<file path="config.mk">
export PLATFORM = sky130hd
export DESIGN_NAME = shift_rows_pipe
export DESIGN_NICKNAME = d
export VERILOG_FILES = /design/src/rtl/shift_rows_pipe.sv
export SDC_FILE = /design/constraint.sdc
export NUM_CORES = 1
export LEC_CHECK = 0
export ABC_AREA = 1
export BUFFER_PORTS_ARGS = -buffer_cell sky130_fd_sc_hd__buf_2
export CAP_MARGIN = 0
export CORE_ASPECT_RATIO = 0.6
export CORE_MARGIN = 4
export CORE_UTILIZATION = 51
export CTS_CLUSTER_DIAMETER = 100
export DETAILED_ROUTE_END_ITERATION = 12
export PLACE_DENSITY_LB_ADDON = 0.05
export SYNTH_ARGS = -nofsm -noshare
export SYNTH_HDL_FRONTEND = slang
export SYNTH_SLANG_ARGS = --single-unit
</file>
<file path="constraint.sdc">
create_clock -name clk -period 2.3 [get_ports clk]
set_clock_uncertainty 0.15 [all_clocks]
set_input_delay 0.23 -clock clk [delete_from_list [all_inputs] [get_ports clk]]
set_output_delay 0.23 -clock clk [all_outputs]
set_load 0.02 [all_outputs]
</file>
<file path="src/rtl/shift_rows_pipe.sv">
// Pipelined Rijndael ShiftRows / InvShiftRows for Nb = 4, 6 or 8 columns.
// The permutation sits ahead of the first register; a valid/ready chain with a tag rides alongside.
module shift_rows_pipe #(
    parameter int NB          = 4,
    parameter int PIPE_STAGES = 1,
    parameter int TAG_W       = 4
) (
    input  logic                clk,
    input  logic                rst_n,
    input  logic                flush,
    input  logic                in_valid,
    output logic                in_ready,
    input  logic [32*NB-1:0]    in_data,
    input  logic                in_inv,
    input  logic [TAG_W-1:0]    in_tag,
    output logic                out_valid,
    input  logic                out_ready,
    output logic [32*NB-1:0]    out_data,
    output logic [TAG_W-1:0]    out_tag,
    output logic                busy,
    output logic [15:0]         blk_cnt
);

    localparam int DW = 32 * NB;
    localparam int RW = 8 * NB;

    // Rijndael row offsets: Nb=8 uses 0,1,3,4; narrower blocks use 0,1,2,3.
    function automatic int row_off(input int r);
        if (NB == 8 && r >= 2)
            return r + 1;
        return r;
    endfunction

    // Each row is an NB-byte vector with column c in byte c; forward is a
    // byte rotate right by the row offset, inverse a rotate left.
    function automatic logic [DW-1:0] shift_rows(input logic [DW-1:0] d, input logic inv);
        logic [DW-1:0] res;
        logic [RW-1:0] row;
        int            s;
        res = '0;
        for (int r = 0; r < 4; r++) begin
            row = d[r*RW +: RW];
            s   = 8 * row_off(r);
            if (inv)
                row = (row << s) | (row >> (RW - s));
            else
                row = (row >> s) | (row << (RW - s));
            res[r*RW +: RW] = row;
        end
        return res;
    endfunction

    logic [DW-1:0]          shifted_p0;
    logic [DW-1:0]          data_p [PIPE_STAGES];
    logic [TAG_W-1:0]       tag_p  [PIPE_STAGES];
    logic [PIPE_STAGES-1:0] vld_p;
    logic [PIPE_STAGES:0]   stg_free;
    logic [15:0]            cnt_q;

    assign shifted_p0 = shift_rows(in_data, in_inv);

    // stg_free[i]: stage i may load this cycle (empty, or its block moves on).
    always_comb begin
        stg_free              = '0;
        stg_free[PIPE_STAGES] = out_ready;
        for (int i = PIPE_STAGES - 1; i >= 0; i--)
            stg_free[i] = !vld_p[i] || stg_free[i+1];
    end

    assign in_ready  = !flush && stg_free[0];
    assign out_valid = vld_p[PIPE_STAGES-1];
    assign out_data  = data_p[PIPE_STAGES-1];
    assign out_tag   = tag_p[PIPE_STAGES-1];
    assign busy      = |vld_p;
    assign blk_cnt   = cnt_q;

    always_ff @(posedge clk or negedge rst_n) begin
        if (!rst_n) begin
            vld_p <= '0;
            cnt_q <= '0;
            for (int i = 0; i < PIPE_STAGES; i++) begin
                data_p[i] <= '0;
                tag_p[i]  <= '0;
            end
        end else if (flush) begin
            vld_p <= '0;
        end else begin
            if (out_valid && out_ready)
                cnt_q <= cnt_q + 16'd1;
            // p0 -> p1: capture the permuted block
            if (stg_free[0]) begin
                vld_p[0] <= in_valid;
                if (in_valid) begin
                    data_p[0] <= shifted_p0;
                    tag_p[0]  <= in_tag;
                end
            end
            // p1 -> p2 and beyond: data only moves with a valid block
            for (int i = 1; i < PIPE_STAGES; i++) begin
                if (stg_free[i]) begin
                    vld_p[i] <= vld_p[i-1];
                    if (vld_p[i-1]) begin
                        data_p[i] <= data_p[i-1];
                        tag_p[i]  <= tag_p[i-1];
                    end
                end
            end
        end
    end

endmodule

</file>
# Word level (Yosys, flattened, before mapping)
# Cells that the tools add are included.
[op_classes] n_addsub=1 mul=0 n_div=0 n_lt_le_gt_ge=0 n_eq_ne=0 shift=0 n_mux=4 bitwise_logic=6 reduce_logical=8
[ops] cell="two-way mux 32 bit" count=2
[ops] cell="bitwise OR 16 x 32 -> 32 bit" count=1
[ops] cell="bitwise OR 24 x 32 -> 32 bit" count=1
[ops] cell="bitwise OR 32 x 24 -> 32 bit" count=1
[ops] cell="bitwise OR 32 x 8 -> 32 bit" count=1
[ops] cell="bitwise OR 8 x 32 -> 32 bit" count=1
[ops] cell="adder 16 x 1 -> 16 bit (second input constant)" count=1
[ops] cell="AND reduction 3 bit" count=1
[ops] cell="logical AND 1 bit" count=2
[ops] cell="zero test 1 bit" count=2
[ops] cell="two-way mux 1 bit" count=2
[ops] cell="AND reduction 2 bit" count=1
[ops] cell="nonzero test 2 bit" count=1
[ops] cell="logical OR 1 bit" count=1
[ops] cell="inverter 1 bit" count=1
[word_totals] register_bits=149 latchBits=0 ramBits=0 mem_bits_ro=0 n_memories=0

# Longest topological paths before layout
[depth] ltp_word=4 ltp_mapped=8

# Least setup slack after synthesis
# OpenSTA, ideal clock, no wires.
[synth_path] kind="register to register" from="register cnt_q[0], in the netlist blk_cnt[0]" to="register cnt_q[8], in the netlist blk_cnt[8]" setup_ns=0.118 arrival_time_ns=1.259 setup_slack_ns=0.772 stages_incl_launch_ff=7 path_buffers=0 path_cell_list="dfrtp_1 -> ha_1 -> nand3_1 -> nor2_1 -> nand2_1 -> xor2_1 -> inv_1"
[synth_between] elab_chain_cells=1
[synth_rtl] item="start: declaration" line="58" rtl="logic [15:0] cnt_q;"
[synth_rtl] item="start signal: assignment" line="89" rtl="cnt_q <= cnt_q + 16'd1;"
[synth_rtl] item="adder 16 x 1 -> 16 bit" line="89"
# No other way between the ends.
# A chain may end at the register's enable or synchronous reset.

# Final worst setup path
[layout_path] from="input port flush" to="register data_p (netlist bit out_data[9])"
[layout_between] elab_chain_cells=2
[layout_rtl] item="start: declaration" line="10" rtl="input logic flush,"
[layout_rtl] item="inverter 1 bit (no source line)"
[layout_rtl] item="AND reduction 3 bit (no source line)"
[layout_rtl] item="end signal: indexed assignment" line="103" rtl="data_p[i] <= data_p[i-1];"
[layout_rtl] item="end: declaration" line="54" rtl="logic [DW-1:0] data_p [PIPE_STAGES];"
# No other way between the ends.

==> flow_metrics.env <==
export IMPL_total_standard_cell_area_after_synthesis_um2=6590
export IMPL_core_area_um2=12300
export IMPL_slew_headroom_pct=69.2
export IMPL_yosysMostFrequentCell="sky130_fd_sc_hd__nand2_1"
export IMPL_flow_area_growth_from_synthesis_pct=47.0
export IMPL_synth_xor_area_share_pct=1.20
export IMPL_first_global_vias=6611
export IMPL_yosysTopAreaCell="sky130_fd_sc_hd__dfrtp_1"
export IMPL_postSynthCellCount=811
export IMPL_clkSinkCount=149
export IMPL_worstPathMaxFanout=74
export IMPL_critical_path_startpoint_type="input pin"
export IMPL_worst_slack_ns=0.548
export IMPL_synth_top_cells_by_area="sky130_fd_sc_hd__dfrtp_1 (57%), sky130_fd_sc_hd__nand2_1 (24%), sky130_fd_sc_hd__o21ai_0 (4.9%)"
export IMPL_port_buffer_count=288
export IMPL_synthAdderAreaFrac_pct=0.190
export IMPL_timing_reg2reg_worst_path_depth=8
export IMPL_power_per_cell_area_nw_per_um2=820
export IMPL_synth_mux_area_share_pct=0
export IMPL_fraction_of_registers_with_async_set_or_reset_after_synthesis_pct=100
export IMPL_first_pass_grt_wire_length_um=32200
export IMPL_number_of_antenna_violations_at_the_first_check_in_global_routing=0
export IMPL_synth_compound_area_share_pct=7.36
export IMPL_r2r_setup_slk_ns=0.55
export IMPL_status="finished, final reports clean"
export IMPL_worstSetupPathType="in -> reg"
export IMPL_max_cap_viol_count=0
export IMPL_postCtsResizedCells=0
export IMPL_htree_num_levels=4
export IMPL_finalCritPeriodShare_pct=76.2
export IMPL_largest_family_of_logic_cells_by_synthesized_area="simple AND/OR/NAND/NOR gates"
export IMPL_drt_initial_drc_count=392
export IMPL_cts_made_buffers=17
export IMPL_stdcell_area_um2=9690
export IMPL_number_of_cells_traversed_by_the_worst_hold_path=5
export IMPL_final_min_clock_period_ns=1.75
export IMPL_crit_required_ns=2.50
export IMPL_post_cts_buffers=0
export IMPL_critical_path_max_stage_delay_ns=0.54
export IMPL_antenna_diode_count=0
export IMPL_overall_overflow_remaining_after_global_route=0
export IMPL_max_ir_drop_vdd_v=0.000583
export IMPL_report_power_total_mw=7.94
export IMPL_ys_warn_count=0
export IMPL_vias=6670
export IMPL_setup_violators_final=0
export IMPL_clk_path_buf_depth=2
export IMPL_post_route_util_pct=78.6
export IMPL_die_area_um2=14900
export IMPL_clk_transition_reported_paths_ns=0.07
export IMPL_critical_path_endpoint_type="register"
export IMPL_synth_cells_most_frequent="sky130_fd_sc_hd__nand2_1 (430), sky130_fd_sc_hd__dfrtp_1 (149), sky130_fd_sc_hd__o21ai_0 (64), sky130_fd_sc_hd__inv_1 (47), sky130_fd_sc_hd__o21ai_1 (33)"
export IMPL_timing_setup_tns_ns=0
export IMPL_synth_sequential_area_ratio_pct=56.6
export IMPL_ys_ff_latch=149
export IMPL_holdPathEnd="out_data[41]"
export IMPL_postRouteWirelength_um=20500
export IMPL_grt_max_degree=129
export IMPL_die_height_um=96.1
export IMPL_ios=289
export IMPL_antenna_violating_nets_post_route=0
export IMPL_layout_filler_cells=848
export IMPL_max_freq_mhz=571
export IMPL_count_of_flip_flops_with_a_built_in_enable_after_synthesis=0
export IMPL_worst_r2r_startpoint="busy"
export IMPL_finish_net_count=1325
export IMPL_drt_drc_violations_left=0
export IMPL_synth_simple_gate_area_share_pct=27.2
export IMPL_crit_path_start="flush"
export IMPL_crit_path_cell_trace="dlygate4sd3_1 > buf_2 > nor2_4 > nand2_4 > inv_2 > buf_12 > nand2_1 > nand2_1"
export IMPL_synth_net_count=950
export IMPL_timing_max_transition_violations_final=0
export IMPL_critical_path_arrival_ns=1.95
export IMPL_clkLatencyLatePin_ns=0.41
export IMPL_post_synth_num_cell_types=21
export IMPL_postPlaceCellArea_um2=8090
export IMPL_drive_gt1_share_pct=28.0
export IMPL_worst_slew_pin_slew_ns=0.461
export IMPL_gp_congestion=0.837
export IMPL_crit_path_top_delay_cell="sky130_fd_sc_hd__dlygate4sd3_1"
export IMPL_synth_main_ff_cell="sky130_fd_sc_hd__dfrtp_1"
export IMPL_dr_pass1_iters=5
export IMPL_finalHoldViolCount=0
export IMPL_startpoint_of_the_lowest_slack_hold_path="in_data[49]"
export IMPL_timing_critical_path_mode_cell="sky130_fd_sc_hd__nand2_1"
export IMPL_p_leak_nw=5.46
export IMPL_tritoncts="yes"
export IMPL_synthesis_area_per_instance_um2=8.13
export IMPL_floorplan_initialDensity_pct=53.4
export IMPL_crit_reg2reg_capture="out_data[9]"
export IMPL_hp_class="in -> reg"
export IMPL_routed_vias_inst=4.89
export IMPL_place_hpwl_um=13300
export IMPL_die_w_um=155
export IMPL_rows=31
export IMPL_grt_setup_unrepaired="false"
export IMPL_synthDominantCellAreaShare_pct=56.6
export IMPL_global_route_usage_total_pct=27.5
export IMPL_detail_route_wl_per_cell_um=15.1
export IMPL_detailedPlace_worstSlack_ns=0.591
export IMPL_clock_root_buffer="sky130_fd_sc_hd__clkbuf_16"
-- flip-flops by register name, summed over array words and instances, names as in the netlist --
register and count:
blk_cnt 16, busy 1, out_data 128, out_tag 4
-- worst max path at each step --
stage               cells after the start             to
finish                                  8    out_data[9]
global placement                        7  out_data[113]
CTS                                     7   out_data[81]
detailed placement                      7  out_data[114]
global route                            8   out_data[24]
floorplan                               6     blk_cnt[8]
-- kinds of logic (layout without fill, tap and decap cells) --
group / count (synthesis) / after routing
buffers and inverters: 91 / 479
AOI/OAI and AO/OA: 97 / 97
DFF: 149 / 149
xor gates and xnor gates: 9 / 9
adders and majority gates: 1 / 1
and+or+nand+nor: 464 / 464
-- layout make-up --
class | count | area (um^2) | area share, %
flip-flops and latches | 149 | 3730 | 38.5
repair buffers | 399 | 2610 | 26.9
multi-input cells | 571 | 2370 | 24.5
clock buffers | 19 | 453 | 4.67
well taps | 165 | 206 | 2.13
inverters | 48 | 180 | 1.86
clock inverters | 13 | 139 | 1.43
-- power by group --
part	internal [mW]	switching (mW)
Sequential	3.01	0.258
Clock	1.58	1.18
Combinational	0.709	1.20
-- through the flow --
stage	instances	hold slack, ns
finish	1364	0.0153
global route	1364	0.0115
CTS	1364	0.00149
detailed placement	1231	0.0473
global placement	1231	0.0486
floorplan	811	-0.216
-- cell usage in the layout, fill, tap and decap left out, drive strengths merged --
| cell type | synthesis | layout |
|---|---|---|
| clkbuf | 8 | 19 |
| clkinv | 0 | 4 |
| xnor2 | 6 | 6 |
| ha | 1 | 1 |
| nand3 | 8 | 8 |
| bufinv | 0 | 1 |
| dlygate4sd3 | 0 | 101 |
| nand4 | 6 | 6 |
| o21ai | 97 | 97 |
| nand3b | 1 | 1 |
| inv | 48 | 53 |
| clkinvlp | 0 | 3 |
| dfrtp | 149 | 149 |
| nor2 | 18 | 18 |
| nand2 | 431 | 431 |
| xor2 | 3 | 3 |
| buf | 35 | 298 |
-- what timing repair did --
item / 4_1_cts / 5_1_grt
hold buffers: 101 / 0
endpoints found under the hold margin: 234 / 0
setup endpoints to repair: 0 / 0
-- layer usage --
metal | routed length (um) | global-route usage (%)
met1 | 8040 | 33.2
met2 | 10300 | 47.5
met4 | 702 | 11.6
met3 | 1520 | 7.14
met5 | 0 | 0
-- critical path: cells and delay by family --
kind                   cells  cell delay, ns
buffers and inverters      4            1.11
AND/OR/NAND/NOR            4            0.56
Note: power is estimated with default switching activity, not from simulation.
